File: config.mk
export PLATFORM = sky130hd
export DESIGN_NAME = mem_access_unit
export DESIGN_NICKNAME = d
export VERILOG_FILES = /design/src/rtl/mem_pkg.sv /design/src/rtl/load_store_align.sv /design/src/rtl/mem_access_unit.sv
export SDC_FILE = /design/constraint.sdc
export NUM_CORES = 1
export LEC_CHECK = 0
export CAP_MARGIN = 10
export CORE_UTILIZATION = 46
export CTS_CLUSTER_SIZE = 20
export DETAILED_ROUTE_END_ITERATION = 10
export PLACE_DENSITY = 0.74
export SLEW_MARGIN = 0
export SYNTH_ARGS = -nofsm -noshare
export SYNTH_HDL_FRONTEND = slang
export SYNTH_HIERARCHICAL = 1
export SYNTH_SLANG_ARGS = --single-unit
File: constraint.sdc
create_clock -name clk -period 8.05 [get_ports clk]
set_clock_uncertainty 0.15 [all_clocks]
set_input_delay 0.805 -clock clk [delete_from_list [all_inputs] [get_ports clk]]
set_output_delay 0.805 -clock clk [all_outputs]
set_load 0.03 [all_outputs]
File: src/rtl/mem_pkg.sv
// Shared types and helpers for the load/store memory responder.
// Misalignment checking is only used when MEM_MISALIGN_TRAP_EN is defined.
package mem_pkg;

    typedef enum logic [2:0] {
        MEM_B  = 3'b000,
        MEM_H  = 3'b001,
        MEM_W  = 3'b010,
        MEM_D  = 3'b011,
        MEM_BU = 3'b100,
        MEM_HU = 3'b101,
        MEM_WU = 3'b110
    } mem_size_t;

    typedef enum logic [2:0] {
        IDLE,
        RD_ADDR,
        RD_DATA,
        WRITE,
        RESP
    } state_t;

    localparam logic [6:0] OP_LOAD  = 7'b0000011;
    localparam logic [6:0] OP_STORE = 7'b0100011;

    // Stores only have sb/sh/sw/sd; loads reject only 111.
    function automatic logic func3_illegal(input logic we, input logic [2:0] func3);
        return we ? func3[2] : (func3 == 3'b111);
    endfunction

    function automatic logic is_misaligned(input logic [2:0] func3, input logic [2:0] lo);
        logic mis;
        case (func3[1:0])
            2'd1:    mis = lo[0];
            2'd2:    mis = |lo[1:0];
            2'd3:    mis = |lo;
            default: mis = 1'b0;
        endcase
        return mis;
    endfunction

endpackage

File: src/rtl/load_store_align.sv
// Lane extraction with sign/zero extension for loads, and byte-lane merge
// of store data into a RAM word for read-modify-write stores.
module load_store_align
    import mem_pkg::*;
(
    input  logic [63:0] word,
    input  logic [2:0]  addr_lo,
    input  logic [2:0]  func3,
    input  logic [63:0] wdata,
    output logic [63:0] load_data,
    output logic [63:0] store_word
);

    logic [2:0]  lane_off;
    logic [3:0]  lane_bytes;
    logic [63:0] lane_data;
    logic [63:0] wdata_shift;
    logic [7:0]  byte_en;

    // Low address bits below the access size are ignored, so the lane
    // offset is the address rounded down to the access size.
    always_comb begin
        lane_off   = 3'd0;
        lane_bytes = 4'd8;
        case (func3[1:0])
            2'd0: begin
                lane_off   = addr_lo;
                lane_bytes = 4'd1;
            end
            2'd1: begin
                lane_off   = {addr_lo[2:1], 1'b0};
                lane_bytes = 4'd2;
            end
            2'd2: begin
                lane_off   = {addr_lo[2], 2'b00};
                lane_bytes = 4'd4;
            end
            default: begin
                lane_off   = 3'd0;
                lane_bytes = 4'd8;
            end
        endcase
    end

    assign lane_data   = word >> {lane_off, 3'b000};
    assign wdata_shift = wdata << {lane_off, 3'b000};

    always_comb begin
        load_data = lane_data;
        case (func3)
            MEM_B:   load_data = {{56{lane_data[7]}},  lane_data[7:0]};
            MEM_H:   load_data = {{48{lane_data[15]}}, lane_data[15:0]};
            MEM_W:   load_data = {{32{lane_data[31]}}, lane_data[31:0]};
            MEM_BU:  load_data = {56'd0, lane_data[7:0]};
            MEM_HU:  load_data = {48'd0, lane_data[15:0]};
            MEM_WU:  load_data = {32'd0, lane_data[31:0]};
            default: load_data = lane_data;
        endcase
    end

    generate
        for (genvar gi = 0; gi < 8; gi++) begin : g_lane
            assign byte_en[gi] = (4'(gi) >= {1'b0, lane_off}) &&
                                 (4'(gi) < ({1'b0, lane_off} + lane_bytes));
            assign store_word[gi*8 +: 8] = byte_en[gi] ? wdata_shift[gi*8 +: 8]
                                                       : word[gi*8 +: 8];
        end
    endgenerate

endmodule

File: src/rtl/mem_access_unit.sv
// Load/store responder: word read, lane extract/extend, RMW sub-word stores.
// Define MEM_MISALIGN_TRAP_EN to turn misaligned accesses into error responses.
module mem_access_unit
    import mem_pkg::*;
#(
    parameter int ADDR_W = 32,
    parameter int DATA_W = 64
) (
    input  logic              clk,
    input  logic              reset,
    input  logic              req_valid,
    output logic              req_ready,
    input  logic              req_we,
    input  logic [2:0]        req_func3,
    input  logic [ADDR_W-1:0] req_addr,
    input  logic [DATA_W-1:0] req_wdata,
    output logic              resp_valid,
    output logic [DATA_W-1:0] resp_rdata,
    output logic              resp_err,
    output logic              busy,
    output logic [ADDR_W-4:0] ram_addr,
    output logic              ram_we,
    output logic [DATA_W-1:0] ram_wdata,
    input  logic [DATA_W-1:0] ram_rdata
);

    state_t            state_reg;
    logic              we_reg;
    logic [2:0]        func3_reg;
    logic [2:0]        addr_lo_reg;
    logic [DATA_W-1:0] wdata_reg;
    logic [DATA_W-1:0] load_data;
    logic [DATA_W-1:0] store_word;
    logic              req_err;

    load_store_align u_align (
        .word       (ram_rdata),
        .addr_lo    (addr_lo_reg),
        .func3      (func3_reg),
        .wdata      (wdata_reg),
        .load_data  (load_data),
        .store_word (store_word)
    );

`ifdef MEM_MISALIGN_TRAP_EN
    assign req_err = func3_illegal(req_we, req_func3) ||
                     is_misaligned(req_func3, req_addr[2:0]);
`else
    assign req_err = func3_illegal(req_we, req_func3);
`endif

    always_ff @(posedge clk) begin
        if (reset) begin
            state_reg   <= IDLE;
            we_reg      <= 1'b0;
            func3_reg   <= 3'd0;
            addr_lo_reg <= 3'd0;
            wdata_reg   <= '0;
            req_ready   <= 1'b1;
            resp_valid  <= 1'b0;
            resp_rdata  <= '0;
            resp_err    <= 1'b0;
            busy        <= 1'b0;
            ram_addr    <= '0;
            ram_we      <= 1'b0;
            ram_wdata   <= '0;
        end else begin
            resp_valid <= 1'b0;
            resp_err   <= 1'b0;
            ram_we     <= 1'b0;
            case (state_reg)
                IDLE: begin
                    if (req_valid) begin
                        we_reg      <= req_we;
                        func3_reg   <= req_func3;
                        addr_lo_reg <= req_addr[2:0];
                        wdata_reg   <= req_wdata;
                        ram_addr    <= req_addr[ADDR_W-1:3];
                        req_ready   <= 1'b0;
                        busy        <= 1'b1;
                        if (req_err) begin
                            state_reg  <= RESP;
                            resp_valid <= 1'b1;
                            resp_err   <= 1'b1;
                            resp_rdata <= '0;
                        end else if (req_we && req_func3 == MEM_D) begin
                            // Full doubleword store needs no read-back.
                            state_reg <= WRITE;
                            ram_we    <= 1'b1;
                            ram_wdata <= req_wdata;
                        end else begin
                            state_reg <= RD_ADDR;
                        end
                    end
                end
                RD_ADDR: state_reg <= RD_DATA;
                RD_DATA: begin
                    if (we_reg) begin
                        state_reg <= WRITE;
                        ram_we    <= 1'b1;
                        ram_wdata <= store_word;
                    end else begin
                        state_reg  <= RESP;
                        resp_valid <= 1'b1;
                        resp_rdata <= load_data;
                    end
                end
                WRITE: begin
                    state_reg  <= RESP;
                    resp_valid <= 1'b1;
                    resp_rdata <= '0;
                end
                RESP: begin
                    state_reg <= IDLE;
                    req_ready <= 1'b1;
                    busy      <= 1'b0;
                end
                default: begin
                    state_reg <= IDLE;
                    req_ready <= 1'b1;
                    busy      <= 1'b0;
                end
            endcase
        end
    end

endmodule

# Word-level counts from Yosys, hierarchy flattened
# Index checks and enable logic that the tools add are counted.
# classes
reduce_logical,19
n_addsub,1
mul,0
eq_ne,18
div,0
muxes,39
bitwise,2
shifts,2
order_cmp,15
# ops
op,n
$mux W64,7
$pmux W64 S6,1
$pmux W64 S3,1
$pmux W64 S2,1
$mux W8,8
$shl A64 B6 Y64,1
$shr A64 B6 Y64,1
$lt A3 B4 Y1 const A,4
$eq A3 B2 Y1 const B,4
$eq A3 B3 Y1 const B,4
$ne A2 B2 Y1 const B,6
$pmux W3 S4,1
$pmux W4 S3,1
$mux W1,10
$ge A3 B3 Y1 const A,3
$mux W3,3
$pmux W3 S3,1
$logic_and A1 B1 Y1,8
$lt A1 B4 Y1 const A,2
$lt A2 B4 Y1 const A,2
$eq A3 B1 Y1 const B,2
$ge A1 B3 Y1 const A,2
$ge A2 B3 Y1 const A,2
$logic_not A3 Y1,2
15 further kinds,19
# totals
regBits,236
mem_bits_rw,0
rom_bits,0
input_bits,167
mem_count,0
latch_bits,0
elab_cells,109
output_inout_bits,162

# Depth between registers and ports, before layout
# Gate-level depths: netlist (run 1).
# logic_depth
word_depth,8
depth_mapped,19
ltp_nobuf,13

# Modules after synthesis
# Netlist (run 1), hierarchy kept.
# modules_own_cells
module,instances,area_each_um2,cells_per_inst,seq_area_each_um2
mem_access_unit,1,8642.0,890,4724.5
load_store_align,1,4057.6,631,0.0

# Worst setup path after synthesis (run 1)
# No wires, ideal clock.
# synth_timing
path_kind,register -> register
start,register func3_reg[1]
end,register ram_wdata[0]
path_stages_with_launch,17
setup_time_ns,0.128
path_slack_ns,4.153
path_buffers,5
required_time_ns,7.772
synth_period_minus_slack_ns,3.897
arrival_ns,3.620
path_cell_list,dfxtp_1 -> buf_2 -> buf_4 -> nand2_1 -> clkbuf_1 -> nand2_1 -> clkinv_1 -> buf_1 -> ha_1 -> clkbuf_1 -> nand2b_1 -> o31a_1 -> o311ai_4 -> mux2_2 -> mux2_2 -> mux2i_1 -> nor2_1
# synth_between
elab_chain_cells,8
word_cells_on_any_way,13
classes_between,add/sub (1); order compare (2); eq/ne (2); shift (1); mux (5); reduce/logical (2)
# synth_lines
element,line,text
start: declaration,mem_access_unit.sv:29,logic [2:0] func3_reg;
start signal: assignment,mem_access_unit.sv:75,func3_reg <= req_func3;
"$eq A2 B2 Y1, or another cell as far along",load_store_align.sv:25,case (func3[1:0])
$pmux W3 S3 or $pmux W4 S3 (tied branches),load_store_align.sv:25,
$add A3 B4 Y4,load_store_align.sv:64,"(4'(gi) < ({1'b0, lane_off} + lane_bytes));"
$lt A1 B4 Y1,load_store_align.sv:64,
$logic_and A1 B1 Y1,load_store_align.sv:63,"assign byte_en[gi] = (4'(gi) >= {1'b0, lane_off}) &&"
$mux W8 (*),load_store_align.sv:65,assign store_word[gi*8 +: 8] = byte_en[gi] ? wdata_shift[gi*8 +: 8]
via store_word[0],mem_access_unit.sv:33,logic [DATA_W-1:0] store_word;
$mux W64 (*),mem_access_unit.sv:98,if (we_reg) begin
$pmux W64 S2 (*),mem_access_unit.sv:71,case (state_reg)
end signal: assignment,mem_access_unit.sv:90,ram_wdata <= req_wdata;
end signal: assignment,mem_access_unit.sv:101,ram_wdata <= store_word;
end: declaration,mem_access_unit.sv:23,"output logic [DATA_W-1:0] ram_wdata,"
# Mark *: on every way through the listed nets, which the timed path passes. The rest lies on a longest branch. The select of a mux whose other input is x is not followed.
# A chain may end at the register's enable or synchronous reset.

# Final worst setup path (run 1)
# layout_timing
start,register func3_reg[0]
end,register ram_wdata[36]
# layout_between
elab_chain_cells,8
word_cells_on_any_way,13
classes_between,add/sub (1); order compare (2); eq/ne (2); shift (1); mux (5); reduce/logical (2)
# layout_lines
element,line
"$eq A2 B2 Y1, or another cell as far along",load_store_align.sv:25
$pmux W3 S3 or $pmux W4 S3 (tied branches),load_store_align.sv:25
$add A3 B4 Y4,load_store_align.sv:64
$lt A3 B4 Y1,load_store_align.sv:64
$logic_and A1 B1 Y1,load_store_align.sv:63
$mux W8 (*),load_store_align.sv:65
via store_word[36],mem_access_unit.sv:33
$mux W64 (*),mem_access_unit.sv:98
$pmux W64 S2 (*),mem_access_unit.sv:71
# Marked as above.

==> flow_metrics.py, run 1 <==
metrics = {
    "placement": {
        "dp_hpwl_um": 36600,
        "post-place-cells": 2076,
        "portBuffers": 328,
        "gp_congestion": 0.984,
    },
    "detailed_routing": {
        "via_count": 12800,
        "drc": 0,
        "avgViaCountPerCell": 6.04,
        "wire_per_inst_um": 23.9,
        "postRouteAntennaNets": 0,
        "drt-initial-drc-count": 1451,
        "routed_wl_um": 50800,
        "dr.pass1.iters": 6,
    },
    "synthesis": {
        "ys_seq_area_frac": 0.372,
        "synth.top_cell.area_share": 0.372,
        "synth_area_leaders": "dfxtp_1 37%, mux2i_1 12%, nand2_1 9.9%",
        "synth.cell_area_um2": 12700,
        "yosys.area.top_type": "dfxtp_1",
        "synthCells": 1521,
        "synth_edf_count": 0,
        "synth.ff_latch_count": 236,
        "synth_fp_nets": 1691,
        "async_flop_share": 0,
        "synth_cell_type_count": 69,
        "yosysWarnings": 6,
        "postSynthAreaPerCell_um2": 8.35,
        "synth_flop_cell": "dfxtp_1",
    },
    "global_route": {
        "antenna_found_initial": 1,
        "grt_overflow": 0,
        "first_global_vias": 12300,
        "grt_pass1_wl_um": 75400,
        "grt_use_total": 0.349,
        "grt_max_degree": 111,
    },
    "timing": {
        "rsz0062_at_grt": "false",
        "fin_crit_ns": 5.19,
        "tightest_slew_ns": 1.20,
        "drv_slew": 0,
        "final_hold_viol_count": 0,
        "fmax_ghz": 0.193,
        "whs_ns": 0.303,
        "relSlewSlack": 0.199,
        "timing.final.crit_share": 0.644,
        "setup_viol": 0,
        "tns_ns": 0,
    },
    "setup_path": {
        "crit_family": "simple AND/OR/NAND/NOR gates",
        "critPathMaxStageDelay_ns": 0.84,
        "path_buf_inv": 1,
        "path_cells": "nand2_1 -> nand2_1 -> clkinv_1 -> ha_1 -> nor4bb_1 -> nand2b_1 -> o31ai_2 -> o21ai_2 -> mux2_2 -> mux2_2 -> mux2i_1 -> nor2_1",
        "r2r_slack_ns": 2.86,
        "cp_slowest_cell": "nand2_1",
        "arrival_ns": 5.42,
        "crit_path_max_fanout": 25,
        "critPathKind": "reg2reg",
        "setup.worst_path.start_class": "flop",
        "cp.required_ns": 8.29,
        "crit_path_end_kind": "flop",
    },
    "power": {
        "p_per_area_nw_per_um2": 205,
        "vdd_drop_max_uv": 153,
        "finalPower_mw": 3.46,
        "leakage_nw": 7.01,
    },
    "cells_and_area": {
        "finalNetCount": 1933,
        "antenna_cells": 0,
        "nFillCells": 2332,
        "layout-drive-gt1-share": 0.105,
        "area_growth_pct": 33.0,
        "post-route-util": 0.625,
        "ff_latch_area_um2": 4730,
        "fin_cells": 2123,
        "multi_input_area_um2": 7350,
    },
    "clock_tree": {
        "root_buffer": "clkbuf_16",
        "clock_path_buffers": 3,
        "cts_buffers": 26,
        "postCtsResizedCells": 0,
        "hold_buffers": 0,
        "cts_sinks": 236,
        "cts_setup_buffers": 0,
        "clk_pin_slew_ns": 0.06,
        "htreeDepth": 1,
        "cts_tree": "done",
        "clkLatencyLatePin_ns": 0.56,
    },
    "die": {
        "pin_count": 329,
        "die_y_um": 168,
        "core_area_um2": 27000,
        "dieWidth_um": 168,
        "initial_core_util": 0.470,
        "die_area_um2": 28300,
        "rows": 60,
    },
    "worst_hold_path": {
        "hp-class": "reg2reg",
    },
    "run_status": {
        "status": "finished, final reports clean",
    },
    "run": {
        "max_cap_violations": 0,
    },
}
[metal layers]
metal	GRT usage	vias to the layer above	wire [µm]
met5	0	-	10
met4	0.135	2	1960
met3	0.0743	118	5110
met2	0.546	747	22500
met1	0.471	6138	21300
li1	-	5827	-
[layout by cell type (no fill, tap or decap), types with 3 or more instances in the layout]
cell type,Yosys,layout
a21oi_1,153,153
a31oi_1,6,6
o21ai_0,49,49
o22ai_1,25,25
and3_1,4,4
mux2_2,94,94
o221ai_1,19,19
mux4_2,4,4
clkbuf_1,59,5
nand2_1,334,333
nand2_2,11,12
a211oi_1,5,5
clkbuf_16,0,27
o211ai_1,4,4
buf_4,9,15
mux2i_1,158,158
inv_1,11,11
bufinv_16,0,5
clkdlybuf4s50_1,0,327
clkbuf_8,0,5
nand2b_1,8,7
a22o_1,64,64
clkinv_2,0,4
dfxtp_1,236,235
a22oi_1,4,4
o21a_1,4,4
nor2_1,124,124
a32oi_1,4,3
nor2b_1,5,5
a211o_1,3,3
nand3_1,13,13
[synth_stat cells (all sizes together) (19+ instances only)]
cell and n:
nor2 124, a22o 64, o22ai 25, o21ai 52, buf 69, mux2i 158, dfxtp 236, clkbuf 59
o221ai 19, mux2 96, a21oi 154, nand2 345
[cells by family (layout without fill, tap and decap cells)]
| family | after synthesis | in the layout | synth area share |
|---|---|---|---|
| adder cells (fa/ha/maj) | 3 | 3 | 0.00355 |
| flip-flops | 236 | 236 | 0.372 |
| AND/OR/NAND/NOR | 517 | 517 | 0.167 |
| multiplexers | 258 | 258 | 0.217 |
| XOR/XNOR | 1 | 1 | 0.000690 |
| buffers and inverters | 143 | 404 | 0.0541 |
| AO/OA/AOI/OAI | 363 | 363 | 0.186 |
[power by group]
part / switching [mW] / internal [mW] / leakage, nW
clock network: 0.503 / 0.816 / 0.461
registers: 0.0554 / 1.22 / 1.92
logic: 0.518 / 0.345 / 4.63
[stage by stage]
stage                     setup slack [ns]  area, µm²
final                                 2.86      16900
after CTS                             3.02      16900
after floorplan                       4.15      12700
after detailed placement              3.04      16000
after global routing                  2.50      16900
after global placement                3.16      16000
[final timing paths]
check,from,to,cells past startpoint
max,func3_reg[0],ram_wdata[36],12
min,ram_addr[27],ram_addr[27],2
max reg2reg,func3_reg[0],ram_wdata[36],12
min reg2reg,ram_addr[27],ram_addr[27],2
[layout make-up]
| type | count | area share |
|---|---|---|
| Tap cell | 341 | 0.0253 |
| Sequential cell | 236 | 0.280 |
| Clock buffer | 37 | 0.0452 |
| Inverter | 15 | 0.00363 |
| Clock inverter | 10 | 0.0105 |
| Timing Repair Buffer | 342 | 0.200 |
| Multi-Input combinational cell | 1142 | 0.435 |
[worst register-to-register path, delay by kind of cell (launching register included)]
kind / cells / cell delay (ns)
AND/OR/NAND/NOR: 5 / 1.99
multiplexers: 3 / 0.83
flip-flops: 1 / 0.79
AO/OA/AOI/OAI: 2 / 0.67
adder cells (fa/ha/maj): 1 / 0.36
buffers and inverters: 1 / 0.25
Power figures use the tool's default switching activity.
==> run 2, diff against run 1 <==
Settings changed: CORE_UTILIZATION 46 to 45, PLACE_DENSITY 0.74 to 0.76.
Clock period 8.05 ns to 4.5 ns, I/O delays scaled along.
==> flow_metrics.py, run 2 (synthesis gave the netlist of run 1 again) <==
metrics = {
    "global_route": {
        "first_global_vias": 12400,
        "grt_max_degree": 101,
        "antenna_found_initial": 2,
        "grt_pass1_wl_um": 76000,
        "grt_use_total": 0.346,
        "grt_overflow": 0,
    },
    "setup_path": {
        "reg2reg_from": "func3_reg[1]",
        "crit_path_end_kind": "flop",
        "cp_slowest_cell": "fa_1",
        "critPathMaxStageDelay_ns": 0.75,
        "cp.required_ns": 4.75,
        "crit_path_max_fanout": 34,
        "worst_r2r_endpoint": "ram_wdata[37]",
        "r2r_slack_ns": 0.58,
        "crit_family": "multiplexers",
        "crit_top_cell": "mux2_2",
        "r2r_cells": 10,
        "path_buf_inv": 2,
        "path_cells": "buf_4 -> or3b_4 -> clkinv_4 -> fa_1 -> o21ai_0 -> o21ai_2 -> mux2_2 -> mux2_2 -> mux2i_1 -> nor2_1",
        "arrival_ns": 4.17,
        "setup.worst_path.start_class": "flop",
        "critPathKind": "reg2reg",
    },
    "placement": {
        "portBuffers": 328,
        "dp_hpwl_um": 37800,
        "gp_congestion": 1.03,
        "dpl_cell_area_um2": 16100,
        "post-place-cells": 2129,
    },
    "die": {
        "dieWidth_um": 170,
        "rows": 61,
        "initial_core_util": 0.457,
        "pin_count": 329,
        "die_y_um": 170,
        "core_area_um2": 27800,
        "die_area_um2": 28900,
    },
    "cells_and_area": {
        "design_area_um2": 17000,
        "fin_cells": 2178,
        "finalNetCount": 1949,
        "final_cell_mix": "333 x nand2_1, 327 x clkdlybuf4s50_1, 235 x dfxtp_1",
        "layout-drive-gt1-share": 0.114,
        "final_common_cell": "nand2_1",
        "area_growth_pct": 34.1,
    },
    "clock_tree": {
        "postCtsResizedCells": 0,
        "cts_sinks": 236,
        "clock_path_buffers": 3,
        "clk_pin_slew_ns": 0.06,
        "root_buffer": "clkbuf_16",
        "clkLatencyLatePin_ns": 0.56,
        "cts_buffers": 26,
        "htreeDepth": 1,
        "cts_setup_buffers": 0,
        "hold_buffers": 0,
        "cts_tree": "done",
    },
    "worst_hold_path": {
        "hp-class": "in2reg",
        "whs_path_depth": 3,
        "hold_path_startpoint": "req_addr[24]",
        "hold_end": "ram_addr[21]",
    },
    "detailed_routing": {
        "dr.max_layer_used": "met4",
        "avgViaCountPerCell": 6.01,
        "via_count": 13100,
        "met2_length_um": 22800,
        "dr.pass1.iters": 7,
        "wire_per_inst_um": 23.6,
        "drc": 0,
        "met3_length_um": 5310,
        "routed_wl_um": 51400,
        "postRouteAntennaNets": 0,
        "wl_met1_um": 21600,
        "drt-initial-drc-count": 1620,
    },
    "timing": {
        "rsz0062_at_grt": "false",
        "timing.final.crit_share": 0.871,
        "drv_slew": 0,
        "tightest_slew_ns": 1.12,
        "fin_crit_ns": 3.92,
        "tns_ns": 0,
        "fmax_ghz": 0.255,
        "setup_viol": 0,
        "relSlewSlack": 0.255,
        "whs_ns": 0.291,
        "final_hold_viol_count": 0,
    },
    "power": {
        "vdd_drop_max_uv": 285,
        "leakage_nw": 7.07,
        "p_per_area_nw_per_um2": 356,
        "finalPower_mw": 6.07,
    },
    "run": {
        "max_cap_violations": 0,
    },
    "run_status": {
        "status": "finished, final reports clean",
    },
}
-- run 2: metal layers --
metal,track usage,vias to the layer above
met5,0,-
met4,0.113,0
met3,0.0586,121
met2,0.551,817
met1,0.473,6288
li1,-,5861
-- run 2: report_power, final --
part	leakage (nW)	internal [mW]	total, mW	switching [mW]
combinational	4.72	0.637	1.58	0.941
sequential	1.92	2.19	2.29	0.0995
clock	0.435	1.28	2.20	0.918
total	7.07	4.11	6.07	1.96
-- run 2: per-stage QoR --
stage                     worst slack (ns)   util
final                                0.580  0.613
after global routing                 0.422  0.613
after CTS                            0.678  0.613
after detailed placement             0.671  0.581
after global placement               0.796  0.581
after floorplan                      0.603      -
-- run 2: cell type report --
class	count	area, µm²
fill	2460	10700
tap	378	473
clock inverter	12	144
inverter	15	61.3
timing repair buffer	358	3530
clock buffer	35	744
multi-input combinational	1142	7350
antenna	2	5.00
sequential	236	4730
-- run 2: worst min-delay path, stage by stage --
cell and delay (ns):
clkdlybuf4s50_1 0.39, nand2_1 0.05, a21oi_1 0.05
-- run 2: worst max-delay path by stage --
stage | start | to | slack [ns] | cells after the start
final | func3_reg[1] | ram_wdata[37] | 0.58 | 10
after global routing | func3_reg[1] | ram_wdata[37] | 0.42 | 10
after CTS | func3_reg[1] | ram_wdata[6] | 0.68 | 11
after detailed placement | func3_reg[1] | ram_wdata[6] | 0.67 | 11
after global placement | func3_reg[1] | ram_wdata[3] | 0.80 | 11
after floorplan | func3_reg[1] | ram_wdata[0] | 0.60 | 16
==> run 3, diff against run 2 <==
Settings changed: SLEW_MARGIN 0 to 40.
==> flow_metrics.py, run 3 (synthesis gave the netlist of run 1 again) <==
metrics = {
    "run_status": {
        "status": "finished, final reports clean",
    },
    "setup_path": {
        "crit_top_cell": "mux2_2",
        "critPathKind": "reg2reg",
        "crit_family": "compound AO/OA/AOI/OAI gates",
        "setup.worst_path.start_class": "flop",
        "path_cells": "buf_4 -> or3b_4 -> clkinv_4 -> fa_1 -> a211o_1 -> o31a_1 -> o311ai_4 -> mux2_2 -> mux2_2 -> mux2i_1 -> nor2_1",
        "path_buf_inv": 2,
        "critPathMaxStageDelay_ns": 0.53,
        "crit_path_max_fanout": 34,
        "cp_slowest_cell": "fa_1",
        "crit_path_end_kind": "flop",
        "arrival_ns": 4.14,
        "cp.required_ns": 4.77,
        "crit_cells": 11,
        "r2r_cells": 11,
    },
    "detailed_routing": {
        "dr.pass1.iters": 6,
        "wire_per_inst_um": 23.5,
        "via_count": 13100,
        "avgViaCountPerCell": 5.99,
        "routed_wl_um": 51200,
        "drc": 0,
        "postRouteAntennaNets": 0,
        "drt-initial-drc-count": 1542,
    },
    "timing": {
        "final_hold_viol_count": 0,
        "drv_slew": 0,
        "fin_crit_ns": 3.87,
        "tns_ns": 0,
        "tightest_slew_ns": 0.830,
        "fmax_ghz": 0.258,
        "relSlewSlack": 0.446,
        "setup_viol": 0,
        "rsz0062_at_grt": "false",
        "timing.final.crit_share": 0.860,
    },
    "worst_hold_path": {
        "whs_path_depth": 3,
        "hp-class": "in2reg",
    },
    "die": {
        "die_area_um2": 28900,
        "initial_core_util": 0.457,
        "core_area_um2": 27800,
        "pin_count": 329,
        "rows": 61,
        "dieWidth_um": 170,
        "die_y_um": 170,
    },
    "cells_and_area": {
        "layout-drive-gt1-share": 0.113,
        "final_common_cell": "nand2_1",
        "post-route-util": 0.615,
        "finalNetCount": 1950,
        "final_cell_mix": "333 x nand2_1, 327 x clkdlybuf4s50_1, 235 x dfxtp_1",
        "area_growth_pct": 34.4,
        "nFillCells": 2410,
    },
    "power": {
        "finalPower_mw": 6.11,
        "vdd_drop_max_uv": 324,
        "swShare": 0.320,
        "power.switching_mw": 1.95,
        "seqPwrFrac": 0.375,
        "pwr-share-clk": 0.367,
        "p_int_mw": 4.15,
        "leakage_nw": 7.08,
        "combPwrFrac": 0.259,
        "p_per_area_nw_per_um2": 358,
    },
    "clock_tree": {
        "clk_pin_slew_ns": 0.06,
        "cts_buffers": 26,
        "cts_setup_buffers": 0,
        "hold_buffers": 0,
        "clkLatencyLatePin_ns": 0.57,
        "clock_path_buffers": 3,
        "htreeDepth": 1,
        "postCtsResizedCells": 0,
        "cts_tree": "done",
        "root_buffer": "clkbuf_16",
        "cts_sinks": 236,
    },
    "run": {
        "max_cap_violations": 0,
    },
    "placement": {
        "portBuffers": 328,
        "dp_hpwl_um": 38000,
        "gp_congestion": 1.03,
    },
    "global_route": {
        "antenna_found_initial": 3,
        "grt_max_degree": 101,
        "grt_overflow": 0,
        "grt_use_total": 0.346,
        "grt_pass1_wl_um": 76000,
        "first_global_vias": 12400,
    },
}
-- run 3: cell types whose count changed in the layout (fill, tap and decap cells not counted), sizes merged --
cell / before / now
clkinv: 9 / 6
inv: 14 / 13
buf: 31 / 32
clkbuf: 35 / 39
bufinv: 2 / 3
-- run 3: worst reg2reg max path, delay by kind of cell (launching register included) --
kind | cells | cell delay (ns)
fa+ha+maj | 1 | 0.53
mux | 3 | 0.82
flops | 1 | 0.38
buf+inv | 2 | 0.56
simple gates | 2 | 0.30
compound gates | 3 | 1.01
-- run 3: final timing paths --
path | to | from | slack (ns)
setup / recovery | ram_wdata[0] | func3_reg[1] | 0.63
hold / removal | ram_addr[5] | req_addr[8] | 0.28
setup reg to reg | ram_wdata[0] | func3_reg[1] | 0.63
hold reg to reg | ram_addr[21] | ram_addr[21] | 0.30
-- run 3: stage by stage --
stage / hold WS [ns] / cells / cell area, µm² / worst slack, ns
final: 0.279 / 2180 / 17100 / 0.631
after detailed placement: 0.297 / 2130 / 16200 / 0.672
after floorplan: 0.283 / 1521 / 12700 / 0.603
after global placement: 0.290 / 2129 / 16100 / 0.796
after global routing: 0.287 / 2178 / 17100 / 0.441
after CTS: 0.278 / 2178 / 17100 / 0.681
-- run 3: final cells by class --
cell class | count | area [µm²] | area share
Clock inverter | 9 | 150 | 0.00879
Multi-Input combinational cell | 1142 | 7360 | 0.431
Antenna cell | 2 | 5.00 | 0.000293
Timing Repair Buffer | 359 | 3550 | 0.208
Tap cell | 378 | 473 | 0.0277
Clock buffer | 39 | 749 | 0.0439
Inverter | 15 | 61.3 | 0.00359
Sequential cell | 236 | 4730 | 0.277
-- run 3: metal layers --
metal  global-route usage  part of all wire  up-vias
met1                0.471              0.41     6221
met3               0.0605              0.11      129
met5                    0           0.00023        -
met4                0.131             0.038        2
li1                     -                 -     5866
met2                0.544              0.44      838
-- run 3: power groups by stage --
stage	clock network [mW]	logic (mW)	registers, mW
2_1_floorplan	0	0.864	2.39
3_3_place_gp	0	1.52	2.33
3_5_place_dp	0	1.54	2.33
4_1_cts	2.25	1.54	2.28
5_1_grt	2.34	1.67	2.29
6_report	2.24	1.58	2.29
==> RTL edit 1 (flow settings as in run 1) <==
The option `MEM_MISALIGN_TRAP_EN` is turned on by a define.
--- a/src/rtl/mem_access_unit.sv
+++ b/src/rtl/mem_access_unit.sv
@@ -2,2 +2,4 @@
 // Define MEM_MISALIGN_TRAP_EN to turn misaligned accesses into error responses.
+`define MEM_MISALIGN_TRAP_EN
+
 module mem_access_unit
Formal check against the unedited RTL: not equivalent (a bounded check fails within 4 cycles, from zero or initial values and one cycle with reset high).
==> RTL edit 1 against run 1 <==
Sequential cell count is the same; combinational power grew 0.5%; synthesized cell count grew 15%; final area grew 7.2%; power shrank 1.9%; setup slack gained 0.29 ns; wire length grew 14%; synthesized area grew 11%; critical path type unchanged; critical endpoint is now ram_wdata[4]; largest power group unchanged; highest routed layer unchanged.
==> RTL edit 1: results (changes against run 1) <==
[grt]
grt_pass1_wl_um=85770  ; +14%
grt_pass1_vias=13850  ; +13%
grt.total_usage_pct=35.75  ; +0.82 points
grt_max_degree=137  ; +23%

[yosys]
avgSynthCellArea_um2=8.065  ; -3.4%
ys_types=70  ; +1.4%
ys_seq_area_share_pct=33.63  ; -3.6 points
synthTopCellsByArea=dfxtp_1, mux2i_1, a21oi_1
synth_nets=1912  ; +13%
synth_commonest_cells=nand2_1, a21oi_1, dfxtp_1, mux2i_1, clkbuf_1
async_flop_share_pct=0  ; unchanged

[setup_path]
rrSetupSlack_ns=3.15  ; +0.29 ns
slowest_stage=dfxtp_1
cpPeakStageDelay_ns=0.78  ; -0.06 ns
cpLargestDelayFamily=compound AO/OA/AOI/OAI gates
crit_fanout=36  ; +44%
crit_arrival_ns=5.13  ; -0.29 ns

[clocking]
cts_buffers=27  ; +3.8%
clk_latency_ns=0.56  ; about the same
clk_pin_slew_ns=0.06  ; about the same
cts-root-buf=clkbuf_16
htreeDepth=1  ; unchanged

[power_and_ir_drop]
power_leakage_nw=6.549  ; -6.6%
ir_drop_mv=0.1398  ; -8.9%

[final_layout]
nFillCells=2664  ; +14%
drive_above_1_share_pct=9.832  ; -0.72 points
fin_nets=2112  ; +9.3%

[drt]
routedWlPerCell_um=24.58  ; +2.7%
drtIter0Drc=1583  ; +9.1%
vias=14870  ; +16%
wirelength_um=57840  ; +14%
dr.pass1.iters=8  ; +2

[outcome]
status=finished clean

[placed_design]
hpwl_um=40640  ; +11%
dp.cells=2303  ; +11%
gp_congestion=0.9454  ; -3.9%

[timing]
slew_headroom_pct=13.67  ; -6.2 points

RTL edit 1: cell count changes in the layout (fill, tap and decap cells not counted), moves of 20 or more:
cell,run 1,this run
a211oi_1,5,56
a211oi_2,0,20
a21oi_1,153,295
a22o_1,64,1
mux2_2,94,25
nand3_1,13,55
nand4_1,0,27
nand4b_1,0,65
nor2_1,124,79
o21ai_0,49,24
o31ai_2,1,49
RTL edit 1: path summary, 6_finish.rpt:
check / startpoint / to / depth (start not counted)
min: ram_addr[24] / ram_addr[24] / 2
max reg2reg: func3_reg[0] / ram_wdata[4] / 10
max: func3_reg[0] / ram_wdata[4] / 10
min reg2reg: ram_addr[24] / ram_addr[24] / 2
RTL edit 1: metrics by stage:
step	cell area [µm²]	setup WS [ns]	hold WS (ns)	util [%]	total power, W
finish	18110	3.151	0.3031	60.63	0.003396
global route	18110	2.917	0.3187	60.63	0.003514
CTS	18110	3.264	0.3041	60.63	0.003389
detailed placement	17200	3.230	0.2962	57.58	0.002124
global placement	17200	3.457	0.2908	57.58	0.002112
floorplan	14050	4.442	0.2860	-	0.001807
RTL edit 1: layout make-up:
class / instances / area, µm² / area share (%)
clock inverter: 13 / 128.9 / 0.7115
clock buffer: 37 / 783.3 / 4.324
tap: 390 / 488.0 / 2.694
sequential: 236 / 4725 / 26.08
timing repair buffer: 349 / 3446 / 19.02
multi-input combinational: 1313 / 8487 / 46.85
inverter: 15 / 56.30 / 0.3108
RTL edit 1: worst min-delay path: cells and delay by family, from the launching register on:
kind / cells / cell delay (ns)
AO/OA/AOI/OAI: 1 / 0.05
flip-flops: 1 / 0.30
AND/OR/NAND/NOR: 1 / 0.05
RTL edit 1: per-layer routing:
layer	part of all wire, %	wire length, µm	vias up	track usage [%]
met2	45	25750	887	54.95
met3	10	5942	128	8.140
met5	0.022	13	-	0
li1	-	-	6765	-
met4	4.4	2524	2	15.27
met1	41	23600	7083	47.82
RTL edit 1: kinds of logic (layout without fill, tap and decap cells):
family | Yosys count | count (layout) | synth area share, %
AOI/OAI and AO/OA | 547 | 547 | 26.66
xor gates and xnor gates | 1 | 1 | 0.06236
adders and majority gates | 3 | 3 | 0.3206
buffers and inverters | 193 | 414 | 6.199
DFF | 236 | 236 | 33.63
muxes | 181 | 181 | 13.30
and+or+nand+nor | 581 | 581 | 19.83
RTL edit 1: report_power, final:
group	internal (W)	switching (W)	leakage, nW
Combinational	0.000313	0.000554	4.17
Clock	0.000744	0.000526	0.455
Sequential	0.00121	0.0000467	1.92
==> RTL edit 2 (config.mk and constraints of run 1) <==
Made on the original files. Make the reset (`reset`) asynchronous in one clocked block.
--- a/src/rtl/mem_access_unit.sv
+++ b/src/rtl/mem_access_unit.sv
@@ -51,3 +51,3 @@
 
-    always_ff @(posedge clk) begin
+    always_ff @(posedge clk or posedge reset) begin
         if (reset) begin
Check against the original RTL: differs if reset is asserted again (counterexample within 4 cycles, from zero or initial values and one cycle with reset high); with reset held inactive, the same outputs for 4 cycles.
==> RTL edit 2 against run 1 <==
Setup slack gained 0.54 ns; sequential cell count stayed put; wire length is 1.1% higher; synthesized area increased by 10%; highest routed layer is now met4; final area increased by 7.6%; critical endpoint is now ram_wdata[18]; first-iteration DRC count decreased by 14%; global-route usage shrank 2.2 points.
Power is not compared: it rests on default switching activity, and its combinational part moved more than twofold at a synthesized area within 25%.
==> RTL edit 2: results (changes against run 1) <==
[outcome]
status=finished clean

[grt]
met1_usage_pct=44.88  ; -2.2 points
grt_pass1_wl_um=76740  ; +1.7%
gr-usage-met3_pct=7.410  ; -0.019 points
grt_max_degree=130  ; +17%
grt_pass1_vias=12140  ; -1.3%
grt.total_usage_pct=32.76  ; -2.2 points

[yosys]
ys_types=71  ; +2.9%
synth_commonest_cells=dfrtp_1, nand2_1, mux2i_1, mux2_2, o21ai_0
synthAdderAreaFrac_pct=0.3211  ; -0.034 points
muxShareOfSynthArea_pct=22.12  ; +0.44 points
synth-xor-area-share_pct=0.06243  ; -0.0065 points
avgSynthCellArea_um2=9.880  ; +18%
synthTopCellsByArea=dfrtp_1, mux2i_1, mux2_2
ys_seq_area_share_pct=42.10  ; +4.9 points
synth-compound-area-share_pct=16.90  ; -1.7 points
async_flop_share_pct=100.0  ; +100 points
synth_nets=1590  ; -6.0%

[setup_path]
r2r_cells=13  ; +1
setup.worst_path.end=ram_wdata[18]
crit_arrival_ns=4.87  ; -0.55 ns
crit_fanout=36  ; +44%
cpLargestDelayFamily=compound AO/OA/AOI/OAI gates
cpPeakStageDelay_ns=0.73  ; -0.11 ns
slowest_stage=dfrtp_1
rrSetupSlack_ns=3.40  ; +0.54 ns

[worst_hold_path]
min_from=ram_wdata[17]
hold_depth=2  ; unchanged

[placed_design]
gp_congestion=0.9545  ; -2.9%
dp.cells=2034  ; -2.0%
post_dp_cell_area_mm2=0.01722  ; +8.0%
dp_slack_ns=3.600  ; +0.5553 ns
hpwl_um=37400  ; +2.1%

[drt]
routedWlPerCell_um=24.66  ; +3.1%
wl_met1_um=21290  ; +0.16%
drtIter0Drc=1248  ; -14%
vias=12500  ; -2.6%
wl_met2_um=22870  ; +1.8%
highest_layer=met4
dr_wl_met3_um=4940  ; -3.4%

[clocking]
clk_latency_ns=0.54  ; -0.02 ns

[floorplanning]
core_mm2=0.02980  ; +10%

[final_layout]
fin_nets=1842  ; -4.7%
fin_cells=2082  ; -1.9%

[timing]
worst_hold_slack_ns=0.3340  ; +0.03116 ns
worst_pin_slew_ns=1.228  ; +0.02605 ns
finalCritPeriodShare_pct=57.77  ; -6.7 points

-- RTL edit 2: cell count changes after synthesis, moves of 22 or more --
| cell | delta |
|---|---|
| nand2_1 | -172 |
| o21ai_2 | +49 |
| nor2_1 | -62 |
| inv_1 | +66 |
| mux2_2 | +22 |
| a22o_1 | -64 |
| dfxtp_1 | -236 |
| a21o_1 | +31 |
| nand4_1 | +64 |
| a21oi_1 | -96 |
| dfrtp_1 | +235 |
| o21ai_0 | +62 |
-- RTL edit 2: layout make-up --
| class | count | area (µm²) |
|---|---|---|
| fill | 2514 | 11620 |
| multi-input combinational | 981 | 7099 |
| sequential | 236 | 5908 |
| timing repair buffer | 345 | 3411 |
| clock buffer | 37 | 793.3 |
| tap | 390 | 488.0 |
| inverter | 82 | 316.6 |
| clock inverter | 11 | 163.9 |
-- RTL edit 2: report_power, final --
group          internal [W]  leakage (nW)  switching [W]
logic               0.00228          4.39        0.00363
clock network      0.000813         0.470       0.000509
registers           0.00176          2.96       0.000496
